$ cat config.mk
export PLATFORM = sky130hd
export DESIGN_NAME = rr_quota_arbiter_flat
export DESIGN_NICKNAME = d
export VERILOG_FILES = /design/src/rtl/rr_quota_arbiter_pkg.sv /design/src/rtl/rr_quota_arbiter_if.sv /design/src/rtl/rr_quota_arbiter_pick.sv /design/src/rtl/rr_quota_arbiter.sv /design/src/flat_wrapper.sv
export SDC_FILE = /design/constraint.sdc
export NUM_CORES = 1
export LEC_CHECK = 0
export CORE_UTILIZATION = 45
export CTS_CLUSTER_SIZE = 25
export DETAILED_ROUTE_END_ITERATION = 7
export PLACE_DENSITY = 0.72
export SLEW_MARGIN = 20
export SYNTH_ARGS = -nofsm -noshare
export SYNTH_HDL_FRONTEND = slang
export SYNTH_SLANG_ARGS = --single-unit
$ cat constraint.sdc
create_clock -name clk -period 2 [get_ports clk]
set_input_delay 0.4 -clock clk [delete_from_list [all_inputs] [get_ports clk]]
set_output_delay 0.4 -clock clk [all_outputs]
set_load 0.02 [all_outputs]
$ cat src/rtl/rr_quota_arbiter_pkg.sv
// ----------------------------------------------------------------------------
// arb_pkg
//   Shared types and default sizing for the round-robin quota arbiter.
//   Contents:
//      arb_state_e       arbiter FSM states (idle, owner holding, dead gap)
//      ARB_N_REQ_DEF     default number of requesters
//      ARB_QUOTA_DEF     default hold quota while others are waiting
// ----------------------------------------------------------------------------
package arb_pkg;

   typedef enum logic [1:0] {
      ARB_IDLE,
      ARB_BUSY,
      ARB_GAP
   } arb_state_e;

   localparam int ARB_N_REQ_DEF = 4;
   localparam int ARB_QUOTA_DEF = 8;

endpackage : arb_pkg

$ cat src/rtl/rr_quota_arbiter_if.sv
// ----------------------------------------------------------------------------
// rr_quota_arbiter_if
//   Request/grant bundle between the requesters and the arbiter.
//   Signals:
//      request      N_REQ  level request per requester
//      grant        N_REQ  one-hot or zero grant
//      grant_valid  1      OR of grant
//      grant_id     IDW    index of the granted requester, 0 when none
//      expired      1      pulse when the hold quota forced a release
//   Modports:
//      master       requester side (drives request)
//      slave        arbiter side (drives grant/status)
// ----------------------------------------------------------------------------
interface rr_quota_arbiter_if
   import arb_pkg::*;
#(
   parameter int N_REQ = ARB_N_REQ_DEF,
   parameter int IDW   = $clog2(N_REQ)
) ();

   logic [N_REQ-1:0] request;
   logic [N_REQ-1:0] grant;
   logic             grant_valid;
   logic [IDW-1:0]   grant_id;
   logic             expired;

   modport master (
      output request,
      input  grant,
      input  grant_valid,
      input  grant_id,
      input  expired
   );

   modport slave (
      input  request,
      output grant,
      output grant_valid,
      output grant_id,
      output expired
   );

endinterface : rr_quota_arbiter_if

$ cat src/rtl/rr_quota_arbiter_pick.sv
// ----------------------------------------------------------------------------
// rr_priority_pick
//   Combinational round-robin search: finds the first set bit of req starting
//   at position ptr and moving upward, wrapping at N_REQ.
//   Ports:
//      req    in   N_REQ  candidate request vector
//      ptr    in   IDW    starting position of the search
//      found  out  1      at least one bit of req is set
//      idx    out  IDW    index of the winning bit (0 when none found)
// ----------------------------------------------------------------------------
module rr_priority_pick
   import arb_pkg::*;
#(
   parameter int N_REQ = ARB_N_REQ_DEF,
   parameter int IDW   = $clog2(N_REQ)
) (
   input  logic [N_REQ-1:0] req,
   input  logic [IDW-1:0]   ptr,
   output logic             found,
   output logic [IDW-1:0]   idx
);

   // One extra bit so ptr + offset cannot overflow before the wrap compare.
   logic [IDW:0] cand;

   always_comb begin
      found = 1'b0;
      idx   = '0;
      cand  = '0;
      for (int i = 0; i < N_REQ; i++) begin
         cand = {1'b0, ptr} + (IDW+1)'(i);
         // Explicit wrap so non-power-of-2 N_REQ indexes stay in range.
         if (cand >= (IDW+1)'(N_REQ)) begin
            cand = cand - (IDW+1)'(N_REQ);
         end
         if (!found && req[cand[IDW-1:0]]) begin
            found = 1'b1;
            idx   = cand[IDW-1:0];
         end
      end
   end

endmodule : rr_priority_pick

$ cat src/rtl/rr_quota_arbiter.sv
// ----------------------------------------------------------------------------
// rr_quota_arbiter
//   Round-robin arbiter with grant lock and hold-time quota. The owner keeps
//   the grant while its request stays high; once it has held for QUOTA cycles
//   with another requester waiting, it is forced off. Every handoff goes
//   through one dead cycle with no grant, so bus drivers never overlap.
//   Ports:
//      clk     in   1   clock, all state updates on posedge
//      reset   in   1   synchronous, active-high
//      bus     slave modport of rr_quota_arbiter_if
//                       (request in; grant, grant_valid, grant_id, expired out,
//                        all outputs registered)
// ----------------------------------------------------------------------------
module rr_quota_arbiter
   import arb_pkg::*;
#(
   parameter int N_REQ = ARB_N_REQ_DEF,
   parameter int QUOTA = ARB_QUOTA_DEF,
   parameter int IDW   = $clog2(N_REQ),
   parameter int CW    = $clog2(QUOTA+1)
) (
   input  logic               clk,
   input  logic               reset,
   rr_quota_arbiter_if.slave  bus
);

   arb_state_e       state_q, state_d;
   logic [IDW-1:0]   rr_ptr_q, rr_ptr_d;
   logic [CW-1:0]    hold_cnt_q, hold_cnt_d;
   logic [N_REQ-1:0] grant_q, grant_d;
   logic [IDW-1:0]   grant_id_q, grant_id_d;
   logic             grant_valid_q;
   logic             expired_q, expired_d;

   logic             pick_found;
   logic [IDW-1:0]   pick_idx;
   logic             owner_req;
   logic             others_req;

   function automatic logic [N_REQ-1:0] onehot(input logic [IDW-1:0] i);
      onehot    = '0;
      onehot[i] = 1'b1;
   endfunction

   // Pointer moves one past the winner, wrapping by compare (not by masking)
   // so non-power-of-2 N_REQ works.
   function automatic logic [IDW-1:0] ptr_after(input logic [IDW-1:0] i);
      if (i == IDW'(N_REQ-1)) begin
         ptr_after = '0;
      end else begin
         ptr_after = i + 1'b1;
      end
   endfunction

   rr_priority_pick #(
      .N_REQ (N_REQ),
      .IDW   (IDW)
   ) u_pick (
      .req   (bus.request),
      .ptr   (rr_ptr_q),
      .found (pick_found),
      .idx   (pick_idx)
   );

   assign owner_req  = bus.request[grant_id_q];
   // grant_q is the owner's one-hot, so masking it off leaves the waiters.
   assign others_req = |(bus.request & ~grant_q);

   always_comb begin
      state_d    = state_q;
      rr_ptr_d   = rr_ptr_q;
      hold_cnt_d = hold_cnt_q;
      grant_d    = grant_q;
      grant_id_d = grant_id_q;
      expired_d  = 1'b0;

      unique case (state_q)
         ARB_IDLE, ARB_GAP: begin
            if (pick_found) begin
               state_d    = ARB_BUSY;
               grant_d    = onehot(pick_idx);
               grant_id_d = pick_idx;
               rr_ptr_d   = ptr_after(pick_idx);
               hold_cnt_d = '0;
            end else begin
               state_d    = ARB_IDLE;
               grant_d    = '0;
               grant_id_d = '0;
            end
         end

         ARB_BUSY: begin
            if (!owner_req) begin
               // Voluntary release takes priority over a quota expiry.
               state_d    = ARB_GAP;
               grant_d    = '0;
               grant_id_d = '0;
               hold_cnt_d = '0;
            end else if (hold_cnt_q == CW'(QUOTA-1)) begin
               if (others_req) begin
                  state_d    = ARB_GAP;
                  grant_d    = '0;
                  grant_id_d = '0;
                  hold_cnt_d = '0;
                  expired_d  = 1'b1;
               end else begin
                  // Nobody waiting: keep the grant and restart the window.
                  hold_cnt_d = '0;
               end
            end else begin
               hold_cnt_d = hold_cnt_q + 1'b1;
            end
         end

         default: begin
            state_d    = ARB_IDLE;
            grant_d    = '0;
            grant_id_d = '0;
            hold_cnt_d = '0;
         end
      endcase
   end

   always_ff @(posedge clk) begin
      if (reset) begin
         state_q       <= ARB_IDLE;
         rr_ptr_q      <= '0;
         hold_cnt_q    <= '0;
         grant_q       <= '0;
         grant_id_q    <= '0;
         grant_valid_q <= 1'b0;
         expired_q     <= 1'b0;
      end else begin
         state_q       <= state_d;
         rr_ptr_q      <= rr_ptr_d;
         hold_cnt_q    <= hold_cnt_d;
         grant_q       <= grant_d;
         grant_id_q    <= grant_id_d;
         grant_valid_q <= |grant_d;
         expired_q     <= expired_d;
      end
   end

   assign bus.grant       = grant_q;
   assign bus.grant_valid = grant_valid_q;
   assign bus.grant_id    = grant_id_q;
   assign bus.expired     = expired_q;

endmodule : rr_quota_arbiter

$ cat src/flat_wrapper.sv
// flat-port wrapper written by rule: the top's interface ports become plain ports
module rr_quota_arbiter_flat import arb_pkg::*;
#(
   parameter int N_REQ = ARB_N_REQ_DEF,
   parameter int QUOTA = ARB_QUOTA_DEF,
   parameter int IDW   = $clog2(N_REQ),
   parameter int CW    = $clog2(QUOTA+1)
)
  (clk, reset, bus_request, bus_grant, bus_grant_valid, bus_grant_id, bus_expired);
  rr_quota_arbiter_if #(.N_REQ(N_REQ), .IDW(IDW)) bus_i ();
  input  logic clk;
  input  logic reset;
  input wire logic [$bits(bus_i.request)-1:0] bus_request;
  output wire logic [$bits(bus_i.grant)-1:0] bus_grant;
  output wire logic [$bits(bus_i.grant_valid)-1:0] bus_grant_valid;
  output wire logic [$bits(bus_i.grant_id)-1:0] bus_grant_id;
  output wire logic [$bits(bus_i.expired)-1:0] bus_expired;
  assign bus_i.request = bus_request;
  assign bus_grant = bus_i.grant;
  assign bus_grant_valid = bus_i.grant_valid;
  assign bus_grant_id = bus_i.grant_id;
  assign bus_expired = bus_i.expired;
  rr_quota_arbiter #(.N_REQ(N_REQ), .QUOTA(QUOTA), .IDW(IDW), .CW(CW)) u_core (.clk(clk), .reset(reset), .bus(bus_i));
endmodule
==> impl_summary.md, run 1 <==
Run status
The flow ran to the end, but the final reports show violations. The final reports fail on negative setup slack.

Detailed routing
The detail-routed via count per cell is 5.47. In this run, the number of DRC markers left after iteration 0 of detailed routing was 22. The average wire per standard cell is 14.5 um. For this run, the detailed router's first-pass iteration total came to 4. The remaining routing DRC violations is 0. The total routed wirelength is 2.04 mm.

The count of nets left with antenna violations once routing finished came out at 0. For this block, the via count after detailed routing is between 700 and 800.

Synth
The post-synthesis mux area share is 3.96%. The number of instances in the synthesized netlist is 82. In this run the biggest area consumer among cell types represents between 30% and 40% of the synthesized area. sky130_fd_sc_hd__dfxtp_1 takes more of the synthesized area than any other cell.

The most common cell in the netlist is sky130_fd_sc_hd__dfxtp_1. The synthesized design contains 16 register bits. The yosys synthesis warning count is 0. The commonest cells after synthesis are sky130_fd_sc_hd__dfxtp_1 (16), sky130_fd_sc_hd__a21oi_1 (6), sky130_fd_sc_hd__a22o_1 (6). Counting flops with a built-in enable in the synthesized netlist gives 0. The share of synthesized area occupied by flip-flops and latches is 39.0%. The synthesized area divided by synthesized cell count is 10.0 um2.

Among all flip-flop cells after synthesis, the most frequent one is sky130_fd_sc_hd__dfxtp_1. The share of the synthesized area in compound gates (AO/OA/AOI/OAI) is 23.0%. In the post-synthesis netlist, the biggest area contributors are sky130_fd_sc_hd__dfxtp_1 (39%), sky130_fd_sc_hd__ha_1 (7.6%), sky130_fd_sc_hd__a22o_1 (6.4%), sky130_fd_sc_hd__a21oi_1 (3.7%), sky130_fd_sc_hd__o41ai_4 (3.3%). The parity-gate share of the synthesized area counting xor and xnor cells is 0%. The fraction of registers with async set or reset after synthesis is 0%. The main combinational cell family by area after synthesis is simple AND/OR/NAND/NOR gates. After synthesis the cells add up to 822 um2. After synthesis, the netlist uses 34 different library cells. The simple-gate portion of the synthesized area is a little under a quarter. After Yosys synthesis, full adders, half adders and majority gates account for 7.61% of the synthesized area. The number of nets in the synthesized netlist is 93.

Floorplan
The die is 44.7 um tall. The initialized floorplan defines 15 standard-cell rows. The overall die area is ~2000 um2. The total I/O pin count is 14. The placeable core region is 1730 um2. The initial cell density of the core is a little under half. The die width is 44.7 um.

CTS
The hold buffer count at CTS is 0. The buffer depth of the longest clock path is 2. The clock-pin slew of the registers on the worst-case setup and hold paths is 0.09 ns. The number of levels the H-tree was split into is 1. The clock latency on the worst-skew pair is ~0.28 ns. The CTS buffer count is 3.

The root buffer cell is sky130_fd_sc_hd__clkbuf_4. TritonCTS built the clock tree. For this design, the sink count on the clock tree is 16.

Critical path
The total buffers and inverters traversed by the critical path is 3. STA classifies the critical path startpoint as a flip-flop. STA classifies the critical path endpoint as a flip-flop.

The start point of the critical path is u_core.rr_ptr_q[1]$_SDFFE_PP0P_. The signal on the critical path passes through buf_6, nand2_4, a21oi_4, nor4_4, inv_1, buf_4, ha_2, or4_4, a22o_1. The cell family contributing the most delay on the critical path is simple AND/OR/NAND/NOR gates.

The startpoint identified for the worst register-to-register timing path is u_core.rr_ptr_q[1]$_SDFFE_PP0P_. The arrival time of data at the critical path endpoint is between 2 and 2.5 ns. The library cell contributing the largest single delay on the critical path is sky130_fd_sc_hd__or4_4.

Of all nets on the critical path, the largest fanout is 4. The critical path start-end classification is reg -> reg. The worst reg2reg path endpoint is u_core.bus.grant_valid$_SDFF_PP0_. The required time reported for the critical path endpoint is 2.19 ns. The number of cells on the critical path is 9. Across all register-to-register paths, the minimum setup slack is -0.01 ns. The longest individual stage delay on the worst path is 0.40 ns. For the worst flop-to-flop path, the logic depth is 9.

Layout
The layout filler cell count is 136. The share of post-route cells with drive strength above 1 is between 30% and 40%. From synthesis to final layout, the design area changed by 45.7%. The share of the core filled with cells is 69.3%. The number of nets in the layout is ~130. The antenna diode instance count is 0. After the flow finishes, the layout carries non-filler instances totaling 141.

Global routing
The via count of the first global-routing pass is 709. The leftover overflow at the end of global routing is 0. The initial antenna violation count is 0.

The combined global-route utilization of all metal layers is between 20% and 30%. The pin count of the biggest net entering global routing is 10. The first-pass GRT wire length is 3.24 mm.

Place
The global placement routability congestion is 0.898. The total instance count after detailed placement is 134. Input and output buffers added on the ports amount to 13.

The sum of net half-perimeters after detailed placement is 1.38 mm.

Pwr
The switching component of the power is about 0.31 mW. Of the total power, the share spent switching nets is approximately a third. Cell internal power was estimated by the tool at 0.665 mW.

Power spread over the standard cell area amounts to slightly above 800 nW/um2. Per report_power, the clock group accounts for 21.7% of the total. The maximum vdd drop is 619 uV.

Combinational logic is responsible for 38.2% of the overall power. Registers are responsible for roughly 40% of the overall power. The analysis attributes to cell leakage a power of roughly 0.50 nW.

Timing
After layout, the minimum clock period comes to 2.01 ns. The final setup violation count is 1. The highest clock rate is between 400 and 500 MHz.

After routing, the total negative slack on setup checks comes to -0.0106 ns. The final-report max-slew violation count is 0. Across all hold checks on the routed design, the worst slack comes to 0.512 ns. At the pin with the least slew margin, the transition time is 0.349 ns. In this run the tightest slew margin relative to its limit is between 70% and 80%. The share of the clock period used by the worst path is 101%. The number of endpoints with negative hold slack in the final report was 0.

Once routing completed, OpenROAD measured the worst setup slack at -0.0106 ns. The setup skew after layout is 0.00399 ns. Setup repair after global routing could not meet its margin everywhere.

Worst hold path
The capture endpoint of the worst hold path is u_core.hold_cnt_q[2]$_SDFFE_PP0P_. The launch instance of the worst min-delay path is u_core.hold_cnt_q[2]$_SDFFE_PP0P_. The min-delay analysis places its worst path in the category reg -> reg. Counting instances, the worst hold path has a depth of 1.

Flow run
The number of violations of the max-capacitance limit is 0.
==> per-layer routing <==
metal	vias up	track usage, %	wire length [um]
met3	2	3.60	106
met4	0	7.27	12
li1	379	-	-
met2	21	35.0	924
met1	369	32.7	997
met5	-	0	0
==> layout make-up <==
class | instances | area [um2] | area share, %
Multi-Input combinational cell | 61 | 544 | 45.5
Sequential cell | 16 | 322 | 26.9
Timing Repair Buffer | 31 | 249 | 20.8
Clock buffer | 4 | 36.3 | 3.03
Tap cell | 25 | 31.3 | 2.61
Inverter | 4 | 15.0 | 1.25
==> sequential cells by signal, indices dropped and copies added, names as in the netlist <==
register,flops
u_core.rr_ptr_q,2
u_core.bus.grant_id,2
u_core.hold_cnt_q,4
u_core.bus.expired,1
u_core.bus.grant,4
u_core.state_q,2
u_core.bus.grant_valid,1
==> per-stage QoR <==
| stage | setup slack (ns) | total power, mW | area [um2] |
|---|---|---|---|
| 2_1_floorplan | -0.0328 | 0.562 | 832 |
| 3_3_place_gp | -0.601 | 0.694 | 1090 |
| 3_5_place_dp | -0.680 | 0.702 | 1090 |
| 4_1_cts | 0.000784 | 0.952 | 1180 |
| 5_1_grt | -0.111 | 1.03 | 1200 |
| 6_report | -0.0106 | 0.970 | 1200 |
==> timing repair <==
action,CTS,global route
buffers inserted,2,1
resized for setup,24,4
setup endpoints to repair,2,1
pin swaps,4,4
==> worst max-delay path by stage <==
stage	slack (ns)	end
floorplan	-0.03	u_core.bus.grant_valid$_SDFF_PP0_
global placement	-0.60	u_core.bus.grant_valid$_SDFF_PP0_
detailed placement	-0.68	u_core.bus.grant_valid$_SDFF_PP0_
CTS	0.0008	u_core.bus.grant_valid$_SDFF_PP0_
global route	-0.11	u_core.bus.grant_valid$_SDFF_PP0_
finish	-0.01	u_core.bus.grant_valid$_SDFF_PP0_
==> power groups by stage <==
stage          registers, mW  clock network, mW  logic [mW]
2_1_floorplan          0.415                  0       0.148
3_3_place_gp           0.393                  0       0.301
3_5_place_dp           0.394                  0       0.308
4_1_cts                0.388              0.217       0.347
5_1_grt                0.394              0.233       0.399
6_report               0.388              0.211       0.371
==> placed cells by master, fill, tap and decap left out, types with 4 or more instances in the layout <==
cell type / n
sky130_fd_sc_hd__buf_4: 17
sky130_fd_sc_hd__dfxtp_1: 15
sky130_fd_sc_hd__clkdlybuf4s50_1: 9
sky130_fd_sc_hd__a22o_1: 6
sky130_fd_sc_hd__a21oi_1: 5
sky130_fd_sc_hd__nor2_1: 4
sky130_fd_sc_hd__inv_1: 4
sky130_fd_sc_hd__nand2_1: 4
sky130_fd_sc_hd__buf_2: 4
==> logic make-up after synthesis <==
group / count (synthesis)
adders and majority gates: 5
and+or+nand+nor: 31
buffers and inverters: 5
DFF: 16
AOI/OAI and AO/OA: 23
muxes: 2
Note: power is estimated with default switching activity, not from simulation.
==> run 2: changes to the inputs <==
--- a/config.mk
+++ b/config.mk
@@ -8,6 +8,7 @@
 export CORE_UTILIZATION = 45
 export CTS_CLUSTER_SIZE = 25
 export DETAILED_ROUTE_END_ITERATION = 7
+export GPL_TIMING_DRIVEN = 0
 export PLACE_DENSITY = 0.72
 export SLEW_MARGIN = 20
 export SYNTH_ARGS = -nofsm -noshare
==> impl_summary.md, run 2 (synthesis results as in run 1) <==
Run status
The run finished, with violations left. The checks that failed: negative setup slack.

Critical path
The critical path's top delay family is simple AND/OR/NAND/NOR gates. The worst setup path is launched from a flip-flop. The total buffers and inverters traversed by the critical path is 1. The worst reg-to-reg path cell count is 7.

The library cell contributing the largest single delay on the critical path is sky130_fd_sc_hd__or4_1. The worst register-to-register path ends at u_core.bus.grant_valid$_SDFF_PP0_. The longest individual stage delay on the worst path is 0.52 ns. The reg-to-reg critical path startpoint is u_core.rr_ptr_q[1]$_SDFFE_PP0P_. The setup path with the least slack is of type reg -> reg.

The largest fanout on the critical path is 5. For flop-to-flop paths, the worst setup slack is -0.05 ns. The required time reported for the critical path endpoint is 2.18 ns. For the worst setup path, the data arrival time is 2.23 ns.

The nature of the critical path endpoint is a flip-flop. The critical path goes through mux2i_1, nor2_1, nor4_4, inv_1, ha_2, or4_1, a22o_1.

Global routing
After global routing the overflow that remains totals 0. The via count of the first global-routing pass was 596. Global routing used 18.6% of the available tracks. The initial antenna violation count came to 0. The first global-routing pass estimated 2.68 mm of wire. The pin count of the biggest net entering global routing is 10.

Pwr
In this run the power density over the cells is 833 nW/um2. The total leakage power is 0.417 nW. The maximum vdd drop is 522 uV.

Detailed routing
The average wire per standard cell is about 13 um. In this run the remaining antenna-violating nets after routing total 0. The detailed-router iteration count before antenna repair is 2. After detailed routing, the number of vias per cell comes to 5.52. The total routed wirelength is roughly 1.7 mm. Across all layers, the routed design uses 696 vias.

The first routing iteration left 12 violations. For this run, design rule violations remaining after detail routing come to 0.

Place
The wire-length estimate of the detail-placed layout is 1.20 mm. Buffers placed on the I/O ports in this run total 13. The total instance count after detailed placement is 120.

The global placement routability congestion is 0.819.

Layout
The share of the core filled with cells is 61.8%. The library cell used most frequently in the layout, excluding fill and tap cells, is sky130_fd_sc_hd__dfxtp_1. The area growth from synthesis to layout is 29.8%. The number of nets in the layout is about 110. The top cell types in the final layout, fill and taps aside, are sky130_fd_sc_hd__dfxtp_1 (15), sky130_fd_sc_hd__clkdlybuf4s50_1 (9), sky130_fd_sc_hd__a21oi_1 (6), sky130_fd_sc_hd__a22o_1 (6), sky130_fd_sc_hd__nand2_1 (5). The share of post-route cells with drive strength above 1 is 24.8%. The repair_antennas step left the layout with diodes totalling 0.

The final standard cell count with taps included and fillers excluded is 126.

CTS
The clock latency on the worst-skew pair is 0.28 ns. TritonCTS built the clock tree. The clock passes through at most 2 buffers. In this run the number of H-tree levels came out at 1. The CTS buffer count is 3.

In this run, post-CTS hold repair placed 0 buffers. The root buffer cell is sky130_fd_sc_hd__clkbuf_4. The clock net in this run drives a total of 16 sinks.

The clock-pin slew of the registers on the worst-case setup and hold paths is 0.09 ns.

Timing
The final-layout worst hold slack is slightly above 0.5 ns. The final-report max-slew violation count is 0. The transition time at the pin with the least slew margin is 0.837 ns. Setup repair after global routing could not meet its margin everywhere. Counting I/O delays and the setup requirement, the final critical path takes 2.05 ns.

The number of endpoints with negative hold slack in the final report is 0. The worst-case headroom to the max-slew limit is 43.8%. Setup violations remaining at the end of the flow were counted as 1. The setup slack of the critical path after layout is -0.0478 ns. The setup skew after layout is 0.00167 ns. In the finished design, the share of the clock period the worst path needs comes to 102%. Timing would allow up to approximately 490 MHz.

Worst hold path
The launch instance of the worst min-delay path is u_core.hold_cnt_q[2]$_SDFFE_PP0P_. The path class of the lowest-slack min-delay path is reg -> reg. For hold timing, the worst endpoint is u_core.hold_cnt_q[2]$_SDFFE_PP0P_. Counting instances, the worst hold path has a depth of 1.

Floorplan
The number of core rows is 15. The vertical extent of the die is 44.7 um. The die covers around 2000 um2. During I/O placement, the number of pins put on the boundary was 14. The die width is 44.7 um. The placeable core region is 1730 um2.

The initial cell density of the core is approximately 48%.

Flow run
The number of violations of the max-capacitance limit is 0.
## run 2: cell count changes in the layout (fill, tap and decap cells not counted), sizes merged
cell | previous run | this run
clkdlybuf4s15 | 0 | 1
buf | 22 | 6
## run 2: worst max-delay path by stage
stage                                             end                             from  slack [ns]  cells past startpoint
finish              u_core.bus.grant_valid$_SDFF_PP0_  u_core.rr_ptr_q[1]$_SDFFE_PP0P_       -0.05                      7
detailed placement  u_core.bus.grant_valid$_SDFF_PP0_                   bus_request[2]       -0.78                      8
global placement    u_core.bus.grant_valid$_SDFF_PP0_                   bus_request[2]       -0.78                      6
floorplan           u_core.bus.grant_valid$_SDFF_PP0_                   bus_request[2]       -0.03                      7
CTS                 u_core.bus.grant_valid$_SDFF_PP0_  u_core.rr_ptr_q[1]$_SDFFE_PP0P_       -0.02                      7
global route        u_core.bus.grant_valid$_SDFF_PP0_  u_core.rr_ptr_q[1]$_SDFFE_PP0P_       -0.12                      7
## run 2: power by group
group / switching (mW) / internal (mW)
registers: 0.0357 / 0.357
clock network: 0.100 / 0.111
logic: 0.142 / 0.144
total: 0.278 / 0.612
## run 2: metrics by stage
stage               setup WS, ns  TNS (ns)  power (mW)  instance area [um2]
CTS                      -0.0201   -0.0201       0.894                 1070
finish                   -0.0478   -0.0478       0.890                 1070
detailed placement        -0.784     -2.65       0.656                  993
global placement          -0.780     -3.04       0.651                  993
floorplan                -0.0328   -0.0328       0.562                  832
global route              -0.117    -0.117       0.945                 1070
## run 2: metal layers
layer | up-vias | wire [um] | track usage (%)
li1 | 347 | - | -
met1 | 334 | 869 | 26.0
met2 | 11 | 739 | 28.2
met3 | 4 | 56 | 5.20
met4 | 0 | 14 | 5.45
met5 | - | 0 | 0
## run 2: repair_timing
| action | in CTS | in global routing |
|---|---|---|
| endpoints found under the setup margin | 3 | 1 |
| pin swaps | 2 | 0 |
| resized for setup | 23 | 0 |
| hold endpoints to repair | 0 | 0 |
| setup buffers | 2 | 0 |
| cloned | 0 | 0 |
## run 2: worst reg2reg max path, delay by kind of cell (launching register included)
family,cells,cell delay (ns)
buffers and inverters,1,0.12
AND/OR/NAND/NOR,3,0.85
AO/OA/AOI/OAI,1,0.22
flip-flops,1,0.39
multiplexers,1,0.18
adder cells (fa/ha/maj),1,0.20
## run 2: cell type report
cell class                 instances  area, um2
clock buffer                       4       36.3
multi-input combinational         61        519
tap                               25       31.3
buffer                             1       11.3
inverter                           4       15.0
fill                             157        659
sequential                        16        324
timing repair buffer              15        130
